**src/rtl/openstrive_mem_arb_pkg.sv**
```systemverilog
// Shared types and constants for the two-port SoC SRAM arbiter.
package openstrive_mem_arb_pkg;

    localparam int unsigned DEFAULT_WORDS = 256;
    localparam int unsigned ADDR_W        = 32;
    localparam int unsigned DATA_W        = 32;
    localparam int unsigned BE_W          = 4;
    localparam int unsigned MEM_ADDR_W    = 22;

    typedef enum logic {
        PORT_I = 1'b0,
        PORT_D = 1'b1
    } port_e;

    // Response tag captured on every grant, consumed one cycle later.
    typedef struct packed {
        logic  valid;
        port_e port;
        logic  err;
    } resp_tag_t;

endpackage

```
**src/rtl/openstrive_rr_arb2.sv**
```systemverilog
// Two-way round-robin arbiter: combinational grant, last-grant register.
module openstrive_rr_arb2
    import openstrive_mem_arb_pkg::*;
(
    input  logic       clk,
    input  logic       resetn,
    input  logic [1:0] req,
    output logic [1:0] gnt
);

    port_e last;

    // Under contention the port that did not win last time is granted.
    always_comb begin
        gnt = 2'b00;
        case (req)
            2'b01:   gnt = 2'b01;
            2'b10:   gnt = 2'b10;
            2'b11:   gnt = (last == PORT_D) ? 2'b01 : 2'b10;
            default: gnt = 2'b00;
        endcase
    end

    always_ff @(posedge clk or negedge resetn) begin
        if (!resetn) begin
            last <= PORT_D;
        end else if (gnt[0]) begin
            last <= PORT_I;
        end else if (gnt[1]) begin
            last <= PORT_D;
        end
    end

endmodule

```
**src/rtl/openstrive_soc_mem_arb.sv**
```systemverilog
// Arbitrates instruction and data ports onto a single 1-cycle SRAM macro.
module openstrive_soc_mem_arb
    import openstrive_mem_arb_pkg::*;
#(
    parameter int unsigned WORDS = DEFAULT_WORDS
) (
    input  logic        clk,
    input  logic        resetn,

    input  logic        i_req,
    input  logic [31:0] i_addr,
    output logic        i_gnt,
    output logic        i_rvalid,
    output logic        i_err,
    output logic [31:0] i_rdata,

    input  logic        d_req,
    input  logic        d_we,
    input  logic [3:0]  d_be,
    input  logic [31:0] d_addr,
    input  logic [31:0] d_wdata,
    output logic        d_gnt,
    output logic        d_rvalid,
    output logic        d_err,
    output logic [31:0] d_rdata,

    output logic        mem_ena,
    output logic [3:0]  mem_wen,
    output logic [21:0] mem_addr,
    output logic [31:0] mem_wdata,
    input  logic [31:0] mem_rdata
);

    logic [1:0]  req;
    logic [1:0]  gnt;
    logic        sel_d;
    logic        any_gnt;
    logic        oor;
    logic [31:0] addr;
    resp_tag_t   tag;
    logic        resp_wr;
    logic        data_ok;

    // Requests are masked during reset so no grant or SRAM access escapes.
    assign req = {d_req, i_req} & {2{resetn}};

    openstrive_rr_arb2 u_rr_arb2 (
        .clk    (clk),
        .resetn (resetn),
        .req    (req),
        .gnt    (gnt)
    );

    assign i_gnt   = gnt[0];
    assign d_gnt   = gnt[1];
    assign sel_d   = gnt[1];
    assign any_gnt = |gnt;
    assign addr    = sel_d ? d_addr : i_addr;
    assign oor     = (addr[31:2] >= 30'(WORDS));

    logic unused_addr_lsb;
    assign unused_addr_lsb = ^addr[1:0];

    // SRAM command for the granted port; out-of-range grants skip the macro.
    always_comb begin
        mem_ena   = any_gnt & ~oor;
        mem_wen   = 4'b0000;
        mem_addr  = addr[23:2];
        mem_wdata = 32'h0;
        if (mem_ena && sel_d && d_we) begin
            mem_wen = d_be;
        end
        if (sel_d) begin
            mem_wdata = d_wdata;
        end
    end

    always_ff @(posedge clk or negedge resetn) begin
        if (!resetn) begin
            tag     <= '0;
            resp_wr <= 1'b0;
        end else begin
            tag.valid <= any_gnt;
            tag.port  <= sel_d ? PORT_D : PORT_I;
            tag.err   <= any_gnt & oor;
            resp_wr   <= any_gnt & sel_d & d_we;
        end
    end

    // Responses decode straight from the registered tag; read data only on clean reads.
    assign data_ok  = ~tag.err & ~resp_wr;
    assign i_rvalid = tag.valid && (tag.port == PORT_I);
    assign d_rvalid = tag.valid && (tag.port == PORT_D);
    assign i_err    = i_rvalid & tag.err;
    assign d_err    = d_rvalid & tag.err;
    assign i_rdata  = (i_rvalid && data_ok) ? mem_rdata : 32'h0;
    assign d_rdata  = (d_rvalid && data_ok) ? mem_rdata : 32'h0;

endmodule

```
**config.mk**
```make
export PLATFORM = sky130hd
export DESIGN_NAME = openstrive_soc_mem_arb
export DESIGN_NICKNAME = d
export VERILOG_FILES = /design/src/rtl/openstrive_mem_arb_pkg.sv /design/src/rtl/openstrive_rr_arb2.sv /design/src/rtl/openstrive_soc_mem_arb.sv
export SDC_FILE = /design/constraint.sdc
export NUM_CORES = 1
export LEC_CHECK = 0
export ABC_AREA = 0
export ABC_CLOCK_PERIOD_IN_PS = 1700
export CORE_AREA = 4 4 101 103
export CTS_CLUSTER_SIZE = 12
export DETAILED_ROUTE_END_ITERATION = 10
export DIE_AREA = 0 0 105 107
export SLEW_MARGIN = 15
export SYNTH_ARGS = -nofsm -noshare
export SYNTH_HDL_FRONTEND = slang
export SYNTH_SLANG_ARGS = --single-unit
```
**constraint.sdc**
```tcl
create_clock -name clk -period 1.7 [get_ports clk]
set_input_delay 0.17 -clock clk [delete_from_list [all_inputs] [get_ports clk]]
set_output_delay 0.17 -clock clk [all_outputs]
set_load 0.1 [all_outputs]
```
# Yosys cells after proc, flatten, opt, wreduce, memory -nomap -nowiden
# Index checks and enable logic that the tools add are counted.
totals:
  ff_bits: 5
  latchBits: 0
  ram_bits: 0
  rom_bits: 0
  output_inout_bits: 129
  mem_count: 0
classes:
  n_addsub: 0
  n_mul: 0
  div_mod_pow: 0
  n_lt_le_gt_ge: 1
  eq_ne: 3
  shift: 0
  mux: 10
  n_bitwise: 12
  n_reduce_logical: 8
op_table:
  columns: ["op", "count"]
  rows:
  - ["$mux 32", 4]
  - ["$ge 30x9->1 const B", 1]
  - ["$and 1x1->1", 7]
  - ["$logic_and 1x1->1", 6]
  - ["$pmux 2 s3", 1]
  - ["$eq 2x2->1 const B", 2]
  - ["$mux 4", 1]
  - ["$not 1->1", 4]
  - ["$mux 1", 3]
  - ["$and 2x2->2", 1]
  - ["$eq 2x1->1 const B", 1]
  - ["$mux 2", 1]
  - ["$reduce_bool 2->1", 1]
  - ["$reduce_or 2->1", 1]

# Longest topological paths before layout
depth:
  word_depth: 10
  ltp_mapped: 5
  mapped_depth_nobuf: 4

# Hierarchy
# A second synthesis with hierarchy kept.
unflattened:
  cells_unflattened: 178
  hier_area_um2: 1320.0
by_module_without_submodules:
  columns: ["mod", "n_inst", "cells_per_inst", "area_each_um2", "seq_area_each_um2"]
  rows:
  - ["openstrive_soc_mem_arb", 1, 172, 1266.2, 100.1]
  - ["openstrive_rr_arb2", 1, 6, 53.8, 26.3]

# Least setup slack after synthesis
# No wires, ideal clock.
synth_path:
  kind: "register to output"
  startpoint: "register tag[1] (netlist bit)"
  endpoint: "output port d_rdata[10]"
  arrival_time_ns: 2.514
  slack_ns: -0.984
  stages_incl_launch_ff: 5
  path_buffers: 1
  path_cell_list: "dfrtp_1 > and2_1 > nor3b_1 > clkbuf_1 > and2_1"
synth_via:
  elab_chain_len: 3
synth_lines:
  columns: ["item", "line_no", "text"]
  rows:
  - ["from (decl)", "openstrive_soc_mem_arb.sv:40", "resp_tag_t tag;"]
  - ["$logic_and 1x1->1", "openstrive_soc_mem_arb.sv:93", "assign d_rvalid = tag.valid && (tag.port == PORT_D);"]
  - ["via d_rvalid", "openstrive_soc_mem_arb.sv:23", "output logic d_rvalid,"]
  - ["$logic_and 1x1->1", "openstrive_soc_mem_arb.sv:97", "assign d_rdata = (d_rvalid && data_ok) ? mem_rdata : 32'h0;"]
  - ["$mux 32", "openstrive_soc_mem_arb.sv:97", null]
  - ["to (decl)", "openstrive_soc_mem_arb.sv:25", "output logic [31:0] d_rdata,"]
# The timed path passes the listed nets, and every way through them passes these cells.

# Worst setup path in the final report
layout_path:
  startpoint: "input port d_addr[19]"
  endpoint: "output port mem_wen[0]"
layout_via:
  elab_chain_len: 7
layout_lines:
  columns: ["item", "line_no", "text"]
  rows:
  - ["from (decl)", "openstrive_soc_mem_arb.sv:20", "input logic [31:0] d_addr,"]
  - ["$mux 32", "openstrive_soc_mem_arb.sv:58", "assign addr = sel_d ? d_addr : i_addr;"]
  - ["$ge 30x9->1", "openstrive_soc_mem_arb.sv:59", "assign oor = (addr[31:2] >= 30'(WORDS));"]
  - ["$not 1->1", "openstrive_soc_mem_arb.sv:66", "mem_ena = any_gnt & ~oor;"]
  - ["$and 1x1->1", "openstrive_soc_mem_arb.sv:66", null]
  - ["$logic_and 1x1->1 (2 in a row)", "openstrive_soc_mem_arb.sv:70", "if (mem_ena && sel_d && d_we) begin"]
  - ["$mux 4", "openstrive_soc_mem_arb.sv:70", null]
  - ["to (decl)", "openstrive_soc_mem_arb.sv:28", "output logic [3:0] mem_wen,"]
# No other way between the ends.

==> impl.org <==
** Floorplanning
- The floorplan step set the die height to 107 um.
- Die Span X :: 105 um
- # IOs :: 266
- The die covers 11,200 um2.
- The initial utilization of the core area, before any placement, comes to 14.1%.
- Standard-cell row count :: 35
- Placeable Area :: 9200 um2

** Setup path
- Type of element capturing the critical path :: primary output
- Setup Crit Path Kind :: input port to primary output
- On the critical path, the stage with the largest delay is an instance of sky130_fd_sc_hd__clkdlybuf4s50_1.
- Endpoint required time on the critical path :: 1.53 ns
- Walking the worst path, the cells encountered are clkdlybuf4s50_1 > nor4_2 > nand3_1 > mux2i_1 > buf_4 > and4_4 > buf_12.
- WP data arrival :: 1.79 ns
- Along the worst path, the maximum fanout reaches 6.
- On the worst path, the slowest cell contributes a delay of 0.45 ns.
- STA classifies the critical path startpoint as an input port.

** Finish
- Fillers :: 696
- Final standard cell utilization of the core :: 68.0%
- Growth of design area from synthesis to finish :: 383%
- Share of final-layout standard cells stronger than drive strength 1 :: 66.6%
- Number of nets at the end of the flow :: 605
- Diodes inserted :: 0

** Yosys
- Sequential cells were found to cover 9.76% of the synthesized design area.
- Number of nets in the synthesized netlist :: 313
- Synthesized netlist cell count :: 176
- Cell variety after synth :: 24
- Synth Warn # :: 0
- Synthesized cell area :: 1290 um2
- Average cell area after synthesis :: 7.36 um2
- Synthesis inferred 5 register bits.

** Timing
- In the finished design, the share of the clock period the worst path needs comes to 115%.
- Largest clock skew in the final design :: 0.00245 ns
- Setup repair after global routing could not meet its margin everywhere.
- Based on the critical path, the design can be clocked at up to 511 MHz.
- Transition time at the pin with the least slew margin :: 0.300 ns
- Smallest setup slack after layout :: -0.256 ns
- For the finished layout, the period the worst path requires is 1.96 ns.
- The worst pin sits at a relative slew slack of 79.8%.
- The tightest hold path in the finished design has a slack of 0.0399 ns.
- Final hold violation count :: 0
- The max-slew violation total from the final report was 0.
- Count of endpoints failing setup in the final report :: 122

** Clock network
- Clock tree from TritonCTS :: done
- The tree built by TritonCTS fans out to 5 sinks.
- After clock tree synthesis, the clock-pin slew on the worst setup and hold paths is 0.04 ns.
- The number of clock buffers added by TritonCTS is 3.
- CTS built an H-tree with a depth of 1.
- Buffer levels on the longest clock path :: 2
- Clock latency of the later-clocked register in the worst-skew pair :: 0.22 ns
- Clock tree synthesis selected as its root buffer the cell sky130_fd_sc_hd__clkbuf_8.

** Global route
- Pin count of the biggest net entering global routing :: 22
- For this run, the total global-route usage over all layers was measured as 16.8%.
- For met3 alone, demand over resource in global routing was 5.42%.
- Vias in the first global route :: 2,665
- Grt met1 use :: 15.5%
- The layer flagged by global routing as most heavily used is met2.
- After global routing the overflow that remains totals 0.
- The first global-routing pass estimated 14,700 um of wire.
- Initial antenna violation count :: 0
- For this run, global-route usage on met2 was measured as 35.2%.

** Place
- Total half-perimeter wirelength after legalization and detailed placement :: 8660 um
- Number of buffers inserted by port buffering :: 261
- Setup slack at placement :: -0.412 ns
- Routability-driven placement congestion ratio :: 0.751

** Power
- Leak Pwr :: 0.00269 uW
- Cell internal power was estimated by the tool at 1360 uW.
- Summed over all nets, the switching power comes to 1410 uW.
- In this run the power density over the cells is 442 nW/um2.
- Register share of total power :: 5.2%
- VDD sags by at most 0.287 mV.
- Clock share of power :: 8.0%
- The share of total power dissipated in combinational logic is 86.8%.
- Switching share of power :: 50.9%

** Status
- Failing checks :: negative setup slack
- The run finished, with violations left.

** Run
- Number of violations of the max-capacitance limit :: 0

** Detailed routing
- For this run, the detailed router's first-pass iteration total came to 3.
- After detailed routing, the average wire length per cell comes to 17.8 um.
- For this block, the routed nets add up to 10,300 um of wire.
- Iteration-0 DRC count of the detailed router :: 26
- Number of design rule violations left after detail routing :: 0
- Via/cell ratio :: 4.26
- Routed via count :: 2,462
- Once detail routing completed, the nets flagged for antenna violations numbered 0.

** Worst hold path
- Path category of the worst min-delay check :: input port to async pin
[layer usage]
metal  vias up  part of all wire, %
met5         -                    0
met4         0                  2.0
li1       1173                    -
met1      1105                   32
met2       170                   57
met3        14                  9.0
[flip-flops by register name (all words and copies together), names as in the netlist]
name            cells
tag                 3
resp_wr             1
u_rr_arb2.last      1
[final cells by class]
cell class                 instances  area (um2)  share of cell area [%]
tap                              111         139                    2.22
sequential                         5         126                    2.02
timing repair buffer             299        4410                    70.5
clock buffer                       4        45.0                   0.721
multi-input combinational        157        1520                    24.4
inverter                           2        7.51                   0.120
[kinds of logic (layout without fill, tap and decap cells)]
logic type | Yosys count | after routing | synth area share [%]
compound gates | 6 | 6 | 3.09
buf+inv | 14 | 305 | 4.44
flops | 5 | 5 | 9.76
mux | 23 | 23 | 19.9
simple gates | 128 | 128 | 62.8
[cell usage in the layout, fill, tap and decap left out, drive strengths merged]
cell,count
buf,166
clkdlybuf4s50,117
and2,100
mux2,22
dlygate4sd2,12
nor4,8
clkbuf,5
and4,4
dfrtp,4
nor2,4
dlymetal6s2s,3
nand2,3
inv,2
nor3b,2
o21ai,2
or4,2
nand3,2
a21oi,2
and3,2
and2b,1
o2111a,1
a31o,1
mux2i,1
dfstp,1
[power by group through the flow]
stage               Sequential, uW  Combinational (uW)  Clock, uW
global route                   146                2470        235
detailed placement             146                2240          0
global placement               144                2230          0
floorplan                      142                1250          0
CTS                            144                2380        229
finish                         145                2400        220
[cells in the mapped netlist, drive strengths merged]
master	count	area, um2
mux2	22	248
and4	4	35.0
o2111a	1	11.3
and2	100	637
buf	4	20.0
mux2i	1	10.0
dfstp	1	26.3
dfrtp	4	100
a21oi	2	10.0
clkbuf	8	30.0
nor4	8	50.1
and3	2	13.8
inv	2	7.51
or4	2	15.0
and2b	1	8.76
nand2	3	11.3
nor2	4	17.5
nor3b	2	15.0
a31o	1	8.76
nand3	2	10.0
o21ai	2	10.0
[worst paths after layout]
kind | startpoint | to | slack (ns) | cells after the start
max in group asynchronous | resetn | u_rr_arb2.last$_DFFE_PN1P_ | 1.46 | 2
worst min register to register | u_rr_arb2.last$_DFFE_PN1P_ | u_rr_arb2.last$_DFFE_PN1P_ | 0.64 | 3
worst max register to register | u_rr_arb2.last$_DFFE_PN1P_ | tag[0]$_DFF_PN0_ | 0.25 | 6
worst min-delay path | resetn | tag[1]$_DFF_PN0_ | 0.04 | 2
worst max-delay path | d_addr[19] | mem_wen[0] | -0.26 | 7
min in group clk | d_req | u_rr_arb2.last$_DFFE_PN1P_ | 0.42 | 4
[worst max-delay path, delay by kind of cell]
family,cells,cell delay [ns]
buffers and inverters,3,0.78
AND/OR/NAND/NOR,3,0.68
multiplexers,1,0.15
[per-stage QoR]
stage / power [uW] / cells / setup TNS, ns / instance area [um2]
3_5_place_dp: 2390 / 552 / -11.64 / 5680
4_1_cts: 2750 / 574 / -13.66 / 6150
5_1_grt: 2850 / 578 / -22.30 / 6250
6_report: 2770 / 578 / -12.80 / 6250
2_1_floorplan: 1400 / 176 / -16.24 / 1570
3_3_place_gp: 2370 / 552 / -11.21 / 5680
[what timing repair did]
item | CTS | global route
setup endpoints to repair | 124 | 124
setup buffers | 12 | 4
cloned | 7 | 2
resized for setup | 76 | 19
hold buffers | 0 | 0
pin swaps | 50 | 8
Power figures use the tool's default switching activity.
==> patch: new RTL, same settings <==
Put a register stage on the output `d_err`. The value now appears one clock later. The other outputs are not delayed to match.
--- a/src/rtl/openstrive_soc_mem_arb.sv
+++ b/src/rtl/openstrive_soc_mem_arb.sv
@@ -92,7 +92,9 @@
     assign i_rvalid = tag.valid && (tag.port == PORT_I);
     assign d_rvalid = tag.valid && (tag.port == PORT_D);
     assign i_err    = i_rvalid & tag.err;
-    assign d_err    = d_rvalid & tag.err;
+    always_ff @(posedge clk) begin
+        d_err <= d_rvalid & tag.err;
+    end
     assign i_rdata  = (i_rvalid && data_ok) ? mem_rdata : 32'h0;
     assign d_rdata  = (d_rvalid && data_ok) ? mem_rdata : 32'h0;
 
Formal check against the unedited RTL: not equivalent (Yosys sat finds a counterexample within 4 cycles, from zero or initial values and one cycle with resetn low).
==> patch against the unedited design <==
The flow still finishes with violations (negative setup slack); area after synthesis rose by 1.5%; largest power group unchanged; cell count fell by 0.87%; final area fell by 1.5%; sequential cell count rose by 1; non-clock buffer count fell by 6; worst setup slack improved by 0.069 ns; total power fell by 1.1%; via count fell by 0.57%; wire length fell by 2.8%.
==> patch: results (changes against the unedited design) <==
[routing]
drt-initial-drc-count=35  ; +35%
wl_per_cell_um=17.4  ; -1.9%
vias=2448  ; -0.57%
viasPerCell=4.27  ; +0.30%

[synthesis]
syn_nets=314  ; +0.32%
synthCells=177  ; +0.57%
yosysUniqueCellTypes=25  ; +4.2%
ys_async_sr_fraction=0.833  ; -0.167
synth.area.top_cells=and2_1 43%, mux2_2 19%, dfrtp_1 7.6%
seq_area_frac_synth=0.111  ; +0.0137

[placement]
dp.cells=554  ; +0.36%
globalplace.congestion=0.738  ; -1.8%
dp_slack_ns=-0.445  ; -0.0328 ns
placed_area_sq_um=5720  ; +0.71%

[global_route]
first_global_vias=2599  ; -2.5%
grtUsageMet3=0.0566  ; +0.00241
grt_pass1_wl_mm=14.1  ; -4.0%
groute.usage.overall=0.161  ; -0.00713
use_met2=0.357  ; +0.00412
use_met1=0.138  ; -0.0175

[timing]
setup_tns_ns=-8.59  ; +4.21 ns
setup_viol=120  ; -1.6%
tightestPinTransition_ns=0.251  ; -0.0487 ns
fin_ws_ns=-0.187  ; +0.0687 ns
skew_ns=0.000629  ; -0.00182 ns

[status]
outcome=complete, but fails checks
violations=negative setup slack

[final_layout]
final_nets=600  ; -0.83%
max_flop_register=tag

[pwr]
comb_cell_power_mw=2.34  ; -2%
p_seq_mw=0.168  ; +16%
p_leak_nw=2.63  ; -2.0%
pwr.group.clock_mw=0.224  ; +2%
switching_power_mw=1.39  ; -1.0%
irDropWorstVdd_mv=0.274  ; -4.2%

==> patch: cell count changes after synthesis, sizes merged <==
cell and change:
dfxtp +1
==> patch: timing repair <==
item	CTS	global route
buffers inserted	13	0
gates resized for setup	68	9
cloned	5	1
pin swaps	29	24
endpoints found under the setup margin	124	124
==> patch: cells by family (layout without fill, tap and decap cells) <==
kind of cell,Yosys count,count (layout),synth area share
muxes,23,23,0.196
and+or+nand+nor,128,128,0.618
DFF,6,6,0.111
buffers and inverters,14,299,0.0438
AOI/OAI and AO/OA,6,6,0.0304
==> patch: critical path: stages <==
cell             delay, ns
clkdlybuf4s50_1       0.45
nor4_2                0.29
nand3_1               0.10
mux2i_1               0.14
buf_4                 0.16
and4_4                0.23
buf_12                0.17
==> patch: path summary, 6_finish.rpt <==
kind,from,to,slack (ns),cells after the start
setup / recovery,d_addr[21],mem_wen[2],-0.19,7
hold / removal,resetn,resp_wr,0.05,2
setup reg to reg,u_rr_arb2.last,tag[0],0.36,6
hold reg to reg,tag[1],d_err,0.52,1
max in group asynchronous,resetn,u_rr_arb2.last,1.45,2
min in group clk,resetn,u_rr_arb2.last,0.42,3
==> patch: final cells by class <==
| cell class | count | area (sq um) |
|---|---|---|
| Sequential cell | 6 | 146 |
| Clock buffer | 4 | 45.0 |
| Timing Repair Buffer | 293 | 4310 |
| Tap cell | 111 | 139 |
| Fill cell | 688 | 3040 |
| Multi-Input combinational cell | 157 | 1510 |
| Inverter | 2 | 7.51 |
==> patch: routing by layer <==
layer | vias up | routed length [um]
met5 | - | 0
met2 | 157 | 5920
met3 | 6 | 937
li1 | 1168 | -
met4 | 0 | 80
met1 | 1117 | 3060
